`src/rtl/counter_pkg.sv`:
```
// Shared types for the multi-channel counter.
// Mode encoding and field widths used by counter_ch and counter_multi.
package counter_pkg;

    typedef enum logic [1:0] {
        CNT_WRAP    = 2'd0,
        CNT_SAT     = 2'd1,
        CNT_ONESHOT = 2'd2,
        CNT_RSVD    = 2'd3
    } cnt_mode_e;

    localparam int CNT_MODE_W = 2;

endpackage

```
`src/rtl/counter_ch.sv`:
```
// One counter channel: count, terminal pulse, oneshot done and sticky overflow.
// Priority per edge is clr > load > en.
module counter_ch
    import counter_pkg::*;
#(
    parameter int W = 8
) (
    input  logic         clk_i,
    input  logic         rst_ni,
    input  logic         en_i,
    input  logic         clr_i,
    input  logic         load_i,
    input  logic [W-1:0] load_val_i,
    input  logic         dir_i,
    input  cnt_mode_e    mode_i,
    input  logic [W-1:0] max_i,
    output logic [W-1:0] cnt_o,
    output logic         tc_o,
    output logic         done_o,
    output logic         ovf_o
);

    logic [W-1:0] cnt_q, cnt_d;
    logic         tc_q, tc_d;
    logic         done_q, done_d;
    logic         ovf_q, ovf_d;
    logic         term;

    assign term = dir_i ? (cnt_q >= max_i) : (cnt_q == '0);

    always_comb begin
        cnt_d  = cnt_q;
        tc_d   = 1'b0;
        done_d = done_q;
        ovf_d  = ovf_q;
        if (clr_i) begin
            cnt_d  = '0;
            done_d = 1'b0;
            ovf_d  = 1'b0;
        end else if (load_i) begin
            cnt_d  = (load_val_i > max_i) ? max_i : load_val_i;
            done_d = 1'b0;
        end else if (en_i && !done_q) begin
            if (!term) begin
                cnt_d = dir_i ? cnt_q + 1'b1 : cnt_q - 1'b1;
            end else begin
                tc_d  = 1'b1;
                ovf_d = 1'b1;
                // SAT and ONESHOT clamp to max so a lowered max pulls count down
                case (mode_i)
                    CNT_SAT: begin
                        cnt_d = dir_i ? max_i : '0;
                    end
                    CNT_ONESHOT: begin
                        cnt_d  = dir_i ? max_i : '0;
                        done_d = 1'b1;
                    end
                    default: begin
                        cnt_d = dir_i ? '0 : max_i;
                    end
                endcase
            end
        end
    end

    always_ff @(posedge clk_i or negedge rst_ni) begin
        if (!rst_ni) begin
            cnt_q  <= '0;
            tc_q   <= 1'b0;
            done_q <= 1'b0;
            ovf_q  <= 1'b0;
        end else begin
            cnt_q  <= cnt_d;
            tc_q   <= tc_d;
            done_q <= done_d;
            ovf_q  <= ovf_d;
        end
    end

    assign cnt_o  = cnt_q;
    assign tc_o   = tc_q;
    assign done_o = done_q;
    assign ovf_o  = ovf_q;

endmodule

```
`src/rtl/counter_multi.sv`:
```
// Multi-channel counter: CH_NUM independent counter_ch instances on one clock.
// This level only slices the packed channel vectors.
module counter_multi
    import counter_pkg::*;
#(
    parameter int CNT_WIDTH = 8,
    parameter int CH_NUM    = 4
) (
    input  logic                          cnt_clk,
    input  logic                          cnt_rst_n,
    input  logic [CH_NUM-1:0]             cnt_en,
    input  logic [CH_NUM-1:0]             cnt_clr,
    input  logic [CH_NUM-1:0]             cnt_load,
    input  logic [CH_NUM*CNT_WIDTH-1:0]   cnt_load_val,
    input  logic [CH_NUM-1:0]             cnt_dir,
    input  logic [CH_NUM*CNT_MODE_W-1:0]  cnt_mode,
    input  logic [CH_NUM*CNT_WIDTH-1:0]   cnt_max,
    output logic [CH_NUM*CNT_WIDTH-1:0]   cnt_o,
    output logic [CH_NUM-1:0]             cnt_tc,
    output logic [CH_NUM-1:0]             cnt_done,
    output logic [CH_NUM-1:0]             cnt_ovf
);

    for (genvar ch = 0; ch < CH_NUM; ch++) begin : g_ch
        counter_ch #(
            .W (CNT_WIDTH)
        ) u_ch (
            .clk_i      (cnt_clk),
            .rst_ni     (cnt_rst_n),
            .en_i       (cnt_en[ch]),
            .clr_i      (cnt_clr[ch]),
            .load_i     (cnt_load[ch]),
            .load_val_i (cnt_load_val[ch*CNT_WIDTH +: CNT_WIDTH]),
            .dir_i      (cnt_dir[ch]),
            .mode_i     (cnt_mode_e'(cnt_mode[ch*CNT_MODE_W +: CNT_MODE_W])),
            .max_i      (cnt_max[ch*CNT_WIDTH +: CNT_WIDTH]),
            .cnt_o      (cnt_o[ch*CNT_WIDTH +: CNT_WIDTH]),
            .tc_o       (cnt_tc[ch]),
            .done_o     (cnt_done[ch]),
            .ovf_o      (cnt_ovf[ch])
        );
    end

endmodule

```
`config.mk`:
```
export PLATFORM = sky130hd
export DESIGN_NAME = counter_multi
export DESIGN_NICKNAME = d
export VERILOG_FILES = /design/src/rtl/counter_pkg.sv /design/src/rtl/counter_ch.sv /design/src/rtl/counter_multi.sv
export SDC_FILE = /design/constraint.sdc
export NUM_CORES = 1
export LEC_CHECK = 0
export CAP_MARGIN = 30
export CORE_ASPECT_RATIO = 0.75
export CORE_MARGIN = 1
export CORE_UTILIZATION = 38
export DETAILED_ROUTE_END_ITERATION = 7
export PLACE_DENSITY = 0.67
export SYNTH_ARGS = -nofsm -noshare
export SYNTH_HDL_FRONTEND = slang
export SYNTH_SLANG_ARGS = --single-unit
export TNS_END_PERCENT = 5
```
`constraint.sdc`:
```
create_clock -name cnt_clk -period 2.1 [get_ports cnt_clk]
set_input_delay 0.21 -clock cnt_clk [delete_from_list [all_inputs] [get_ports cnt_clk]]
set_output_delay 0.21 -clock cnt_clk [all_outputs]
set_load 0.1 [all_outputs]
```
==> results.md, run 1 <==
- Status: finished with violations
- Failing checks: setup timing
- CP startpoint kind: input pin
- Final min period: 2370 ps
- Distinct cells, synth: 65
- Vias in the first global route: around 6,000
- Post-synthesis net count: around 840
- Routed wire length: approximately 18 mm
- Fin crit share: 113%
- RSZ-0062 raised after global routing: yes
- Setup CP Type: input pin to register
- Crit end category: register
- Pwr Density: 607 nW/µm²
- Cell area after layout: 8790 µm²
- Via count: around 6,100
- Count of final hold-check violations: 0
- Ys Warns: 0
- Fmax: 0.423 GHz
- Htree depth: 2
- Clock sink count: 44
- Core ar.: ~14,000 µm²
- Number of fillers in the final layout: about 1,100
- Leak pwr: 4.29 nW
- DR DRC count: 0
- Port-buffer cells: approximately 130
- Largest net degree at the start of global routing: 28
- Antenna violation net count after detailed routing: 0
- Via density: 5.39
- Clock transition at the registers of the reported paths: approximately 60 ps
- Total grt overflow: 0
- Cell Area, Synth: about 5500 µm²
- Post-synth EDFFs: 0
- Antenna fix cells: 0
- Die Wd: 141 µm
- Area post-placement: ~8200 µm²
- Worst-Margin Slew: 640 ps
- Per-cell routed wire length: around 16 µm
- Top FF cell, synth: dfrtp_1
- FP Rows: 37
- Slew margin rel.: ~57%
- Endpoints failing setup: 34
- Maximum clock path buffer count: 2
- Slew Viols, Final: 0
- Later-pin clock latency in the skew report: about 300 ps
- Hold Path Depth: 3
- Maxcap violations: 0
- Detailed Route Iter0 Violations: approximately 270
- Worst Reg-to-Reg Cells: 10
- Ports: 134
- Die H: between 100 and 150 µm
- Maximum vdd drop: 0.000333 V
- Hold WC Path Type: input pin to register
- Root buf cell: clkbuf_16
- Share of layout cells above drive strength 1: 37.6%
- CTS tree: done
- Sequential share of the synthesized area: approximately 20%
- Worst Clk Skew: between 4 and 5 ps
- Setup_tns: -3120 ps
- CP max FO: 2
- Pre-antenna DRT Iters: 4
- First-pass GRT wire length: between 20 and 30 mm
- CP required: between 2000 and 2500 ps
- HPWL Detailed: approximately 15 mm
- GP Congestion: 0.930
- Global-route usage over all layers: roughly a quarter
- Syn-to-layout area delta: 60.4%
- Die area: about 15,000 µm²
- Final nets: approximately 1,100
- Initial core utilization: between 30% and 40%
- Synth Instances: 656
- Async set or reset register ratio after synthesis: 100%
- CTS buffer count: 5
- Initial antenna violation count: 0
- Avg Cell Area, Syn: 8.36 µm²
- Synthesized flop and latch total: 44
- Fin worst setup slack: -265 ps
- Worst EP arrival: 2540 ps
==> cells in the mapped netlist (all sizes together) (12+ instances only) <==
cell type | number | area (µm²)
nor2b | 12 | 75.1
nor3 | 22 | 110
ha | 92 | 1150
nand2 | 41 | 154
nor2 | 44 | 165
mux2 | 15 | 173
nand3 | 18 | 95.1
o21ai | 35 | 179
xnor2 | 13 | 114
xor2 | 13 | 114
a21o | 16 | 121
dfrtp | 44 | 1100
buf | 19 | 123
a21oi | 37 | 189
inv | 63 | 236
mux2i | 18 | 180
==> layout by cell type, fill, tap and decap left out, types with 6 or more instances in the layout <==
master	synthesis	routed
o21ai_1	3	13
o211ai_1	10	10
nor3_1	22	21
o21ai_0	31	19
xnor2_1	13	13
and2_1	6	6
o21a_1	9	9
nor2b_1	12	11
a21oi_1	36	30
a211o_1	6	6
inv_2	0	10
mux2_2	14	14
a21o_1	15	15
dfrtp_2	0	19
nor4_1	8	7
clkdlybuf4s50_1	0	76
xor2_1	13	13
a211oi_2	2	8
dlygate4sd2_1	0	7
dfrtp_4	0	12
dfrtp_1	44	13
nor2_1	44	41
nand2_1	41	40
ha_4	0	9
ha_1	92	83
a41oi_1	7	6
inv_1	63	50
buf_4	12	214
mux2i_1	18	18
nand2b_1	9	6
a31oi_1	10	7
nand3_1	17	17
==> final cells by class <==
class | count | area (µm²) | area share, %
inverter | 63 | 244 | 2.77
tap | 175 | 219 | 2.49
clock buffer | 5 | 125 | 1.42
timing repair buffer | 311 | 2610 | 29.7
clock inverter | 3 | 42.5 | 0.484
sequential | 44 | 1170 | 13.3
multi-input combinational | 522 | 4380 | 49.8
==> power by group <==
part           internal [mW]  leakage [nW]  switching [mW]
clock network          0.559        0.0798           0.359
registers              0.966         0.539           0.112
logic                   1.46          3.67            1.89
==> routing by layer <==
layer / vias up / wire [µm] / track usage [%]
met2: 180 / 8170 / 38.4
li1: 3001 / - / -
met1: 2849 / 8850 / 34.4
met5: - / 0 / 0
met3: 25 / 823 / 3.24
met4: 0 / 277 / 6.91
==> per-stage QoR <==
step | power [mW] | utilization, % | worst slack (ps) | hold slack [ps] | std cells
5_1_grt | 5.64 | 63.3 | -308 | 394 | 1123
6_report | 5.34 | 63.3 | -265 | 385 | 1123
2_1_floorplan | 2.97 | - | -225 | -85.6 | 656
3_3_place_gp | 4.11 | 59.1 | -486 | 199 | 1111
4_1_cts | 5.24 | 61.8 | -164 | 368 | 1123
3_5_place_dp | 4.19 | 59.1 | -599 | 198 | 1111
==> logic make-up after synthesis <==
| group | Yosys count | synth area share (%) |
|---|---|---|
| AND/OR/NAND/NOR | 183 | 16.4 |
| XOR/XNOR | 26 | 4.15 |
| multiplexers | 33 | 6.44 |
| adder cells (fa/ha/maj) | 96 | 22.5 |
| flip-flops | 44 | 20.1 |
| AO/OA/AOI/OAI | 184 | 23.2 |
| buffers and inverters | 90 | 7.21 |
==> registers in the layout, summed over array words and instances, names as in the netlist <==
name              cells
g_ch.u_ch.ovf_o       4
g_ch.u_ch.cnt_o      32
g_ch.u_ch.done_o      4
g_ch.u_ch.tc_o        4
==> repair_timing <==
item,in CTS,in global routing
hold buffers,1,0
endpoints found under the hold margin,17,0
setup buffers,3,0
pin swaps,25,10
setup endpoints to repair,40,40
cloned,0,0
resized for setup,53,44
==> worst max-delay path: stages <==
cell and delay [ps]:
clkdlybuf4s50_1 480, inv_1 60, ha_1 310, nor2b_1 160
o21bai_1 170, a31oi_1 120, o22ai_2 160, mux2_4 320
a22o_1 190, or3b_1 360
==> final timing paths <==
kind | startpoint | endpoint | slack (ps)
setup / recovery | cnt_max[25] | g_ch[3].u_ch.cnt_o[6] | -270
min in group asynchronous | cnt_rst_n | g_ch[1].u_ch.cnt_o[4] | 400
hold reg to reg | g_ch[1].u_ch.ovf_o | g_ch[1].u_ch.ovf_o | 520
hold / removal | cnt_max[7] | g_ch[0].u_ch.cnt_o[7] | 380
setup reg to reg | g_ch[2].u_ch.cnt_o[2] | g_ch[2].u_ch.cnt_o[3] | -150
max in group asynchronous | cnt_rst_n | g_ch[2].u_ch.cnt_o[4] | 1150
Power figures use the tool's default switching activity.
==> run 2: changes to the inputs <==
--- a/config.mk
+++ b/config.mk
@@ -6,11 +6,13 @@
 export NUM_CORES = 1
 export LEC_CHECK = 0
 export CAP_MARGIN = 30
+export CELL_PAD_IN_SITES_DETAIL_PLACEMENT = 1
+export CELL_PAD_IN_SITES_GLOBAL_PLACEMENT = 1
 export CORE_ASPECT_RATIO = 0.75
 export CORE_MARGIN = 1
-export CORE_UTILIZATION = 38
+export CORE_UTILIZATION = 34
 export DETAILED_ROUTE_END_ITERATION = 7
-export PLACE_DENSITY = 0.67
+export PLACE_DENSITY_LB_ADDON = 0.08
 export SYNTH_ARGS = -nofsm -noshare
 export SYNTH_HDL_FRONTEND = slang
 export SYNTH_SLANG_ARGS = --single-unit
==> results.md, run 2 (synthesis gave the netlist of run 1 again) <==
- Later-pin clock latency in the skew report: 290 ps (about the same)
- CP max FO: 4 (+2)
- HPWL Detailed: 16.8 mm (+16%)
- Failing checks: setup timing
- Htree depth: 2 (unchanged)
- Status: finished with violations
- Total grt overflow: 0 (unchanged)
- GP Congestion: 0.853 (-8.3%)
- Psw: 2.52 mW (+6.8%)
- Initial core utilization: 35.4% (-4.0 points)
- CP startpoint kind: register
- Setup_tns: -2430 ps (+687 ps)
- First-pass GRT wire length: 35.5 mm (+21%)
- Port-buffer cells: 133 (unchanged)
- Hold WC Path Type: input pin to register
- Antenna fix cells: 0 (unchanged)
- Final min period: 2280 ps (-88.2 ps)
- Slew Viols, Final: 0 (unchanged)
- Largest net degree at the start of global routing: 24 (-14%)
- Syn-to-layout area delta: 68.2%
- Fmax: 0.439 GHz (+3.9%)
- Flip-flop and latch area: 1170 µm² (unchanged)
- Worst Reg-to-Reg Cells: 10 (unchanged)
- Count of final hold-check violations: 0 (unchanged)
- Die Wd: 149 µm (+5.6%)
- Worst-Margin Slew: 656 ps (+15.8 ps)
- Fin worst setup slack: -177 ps (+88.2 ps)
- Die area: 16,600 µm² (+12%)
- DR DRC count: 0 (unchanged)
- Maximum clock path buffer count: 2 (unchanged)
- Worst Clk Skew: 4.40 ps (-0.570 ps)
- Commonest non-fill, non-tap cell in the layout: buf_4
- Pwr Density: 600 nW/µm² (-1.2%)
- Most frequent cells in the layout: 231 x buf_4, 74 x ha_1, 61 x clkdlybuf4s50_1
- Final nets: 1,157 (+2.1%)
- Setup CP Type: register to register
- Clock share of power: 15.4% (-1.8 points)
- Seq pwr share: 19.5% (-0.7 points)
- Number of fillers in the final layout: 1,807 (+58%)
- Vias in the first global route: 6,954 (+16%)
- Maxcap violations: 0 (unchanged)
- Initial antenna violation count: 0 (unchanged)
- Core ar.: 15,500 µm² (+11%)
- Global-route usage over all layers: 26.8% (+2.6 points)
- Maximum vdd drop: 0.000413 V (+24%)
- Comb pwr share: 65.2% (+2.6 points)
- Antenna violation net count after detailed routing: 0 (unchanged)
- Per-cell routed wire length: 18.6 µm (+15%)
- Leak pwr: 4.47 nW (+4.3%)
- Ports: 134 (unchanged)
- CTS tree: done
- Via count: 6,329 (+4.5%)
- Detailed Route Iter0 Violations: 165 (-40%)
- Switching part of the total: 45.5% (+1.3 points)
- Multi-input logic area: 4590 µm² (+4.8%)
- RSZ-0062 raised after global routing: yes
- CTS buffer count: 5 (unchanged)
- Worst EP arrival: 2460 ps (-80 ps)
- Int Pwr: 3.01 mW (+1.1%)
- Hold Path Depth: 4 (+1)
- Slew margin rel.: 56.2% (-0.81 points)
- Clock sink count: 44 (unchanged)
- Share of layout cells above drive strength 1: 42.5% (+4.9 points)
- Max reg flops: 32 (unchanged)
- Die H: 112 µm (+5.6%)
- Fin crit share: 108% (-4.2 points)
- Total power: 5.53 mW (+3.6%)
- CP required: 2280 ps (about the same)
- Clock transition at the registers of the reported paths: 70 ps (about the same)
- Crit end category: register
- Endpoints failing setup: 32 (-5.9%)
- Root buf cell: clkbuf_16
- Pre-antenna DRT Iters: 4 (unchanged)
- FP Rows: 39 (+5.4%)
- Via density: 5.38 (-0.27%)
- Routed wire length: 21.9 mm (+21%)
==> run 2: cell count changes in the layout (fill, tap and decap cells not counted), moves of 5 or more <==
cell             change
ha_1                 -9
buf_6                +6
buf_4               +17
dlymetal6s2s_1       +5
a21oi_1              -8
inv_1                -8
o21ai_1              +9
inv_2                +8
clkdlybuf4s50_1     -15
o21ai_0              -8
ha_4                 +9
dlygate4sd2_1       +10
a21oi_2              +7
==> run 2: worst max-delay path, stage by stage, from the launching register on <==
cell	delay [ps]
dfrtp_4	500
buf_4	150
ha_1	280
a21oi_2	60
o211ai_1	170
buf_4	160
nor4_4	40
nor3_1	260
xnor2_1	160
o211ai_1	120
a32o_1	260
==> run 2: layout make-up <==
type	instances	share of cell area (%)
tap	205	2.78
multi-input combinational	522	49.8
timing repair buffer	335	30.5
sequential	44	12.7
clock inverter	2	0.109
clock buffer	6	1.51
inverter	63	2.65
==> run 2: metal layers <==
layer  global-route usage [%]  routed length [µm]  up-vias
met3                     3.11                 757       35
met2                     48.1               10900      145
met1                     34.0                9810     3109
met5                        0                   0        -
li1                         -                   -     3040
met4                     6.53                 402        0
==> run 2: power by group through the flow <==
stage	clock network, mW	registers (mW)	logic [mW]
2_1_floorplan	0	1.69	1.29
3_3_place_gp	0	1.07	3.07
3_5_place_dp	0	1.08	3.17
4_1_cts	0.853	1.07	3.46
5_1_grt	0.896	1.09	3.84
6_report	0.852	1.08	3.60
==> run 2: worst paths after layout <==
check | to | start | slack (ps)
worst min-delay path | g_ch[2].u_ch.cnt_o[5] | cnt_max[21] | 410
worst max register to register | g_ch[2].u_ch.cnt_o[7] | g_ch[2].u_ch.cnt_o[1] | -180
worst max-delay path | g_ch[2].u_ch.cnt_o[7] | g_ch[2].u_ch.cnt_o[1] | -180
max in group asynchronous | g_ch[2].u_ch.cnt_o[5] | cnt_rst_n | 1050
min in group asynchronous | g_ch[3].u_ch.cnt_o[0] | cnt_rst_n | 460
worst min register to register | g_ch[0].u_ch.ovf_o | g_ch[0].u_ch.ovf_o | 520
==> run 2: timing repair <==
item	CTS	global route
hold buffers	1	0
endpoints found under the hold margin	21	0
buffers inserted	9	3
pin swaps	53	20
cloned	2	0
setup endpoints to repair	40	41
gates resized for setup	120	48
==> run 2: through the flow <==
stage | utilization (%) | area, µm² | std cells | setup WS (ps) | hold WS [ps]
6_report | 59.6 | 9220 | 1177 | -177 | 412
5_1_grt | 59.6 | 9220 | 1177 | -254 | 427
3_3_place_gp | 53.9 | 8340 | 1154 | -578 | 259
2_1_floorplan | - | 5600 | 656 | -225 | -85.6
4_1_cts | 58.1 | 8990 | 1174 | -202 | 438
3_5_place_dp | 53.9 | 8340 | 1154 | -664 | 253
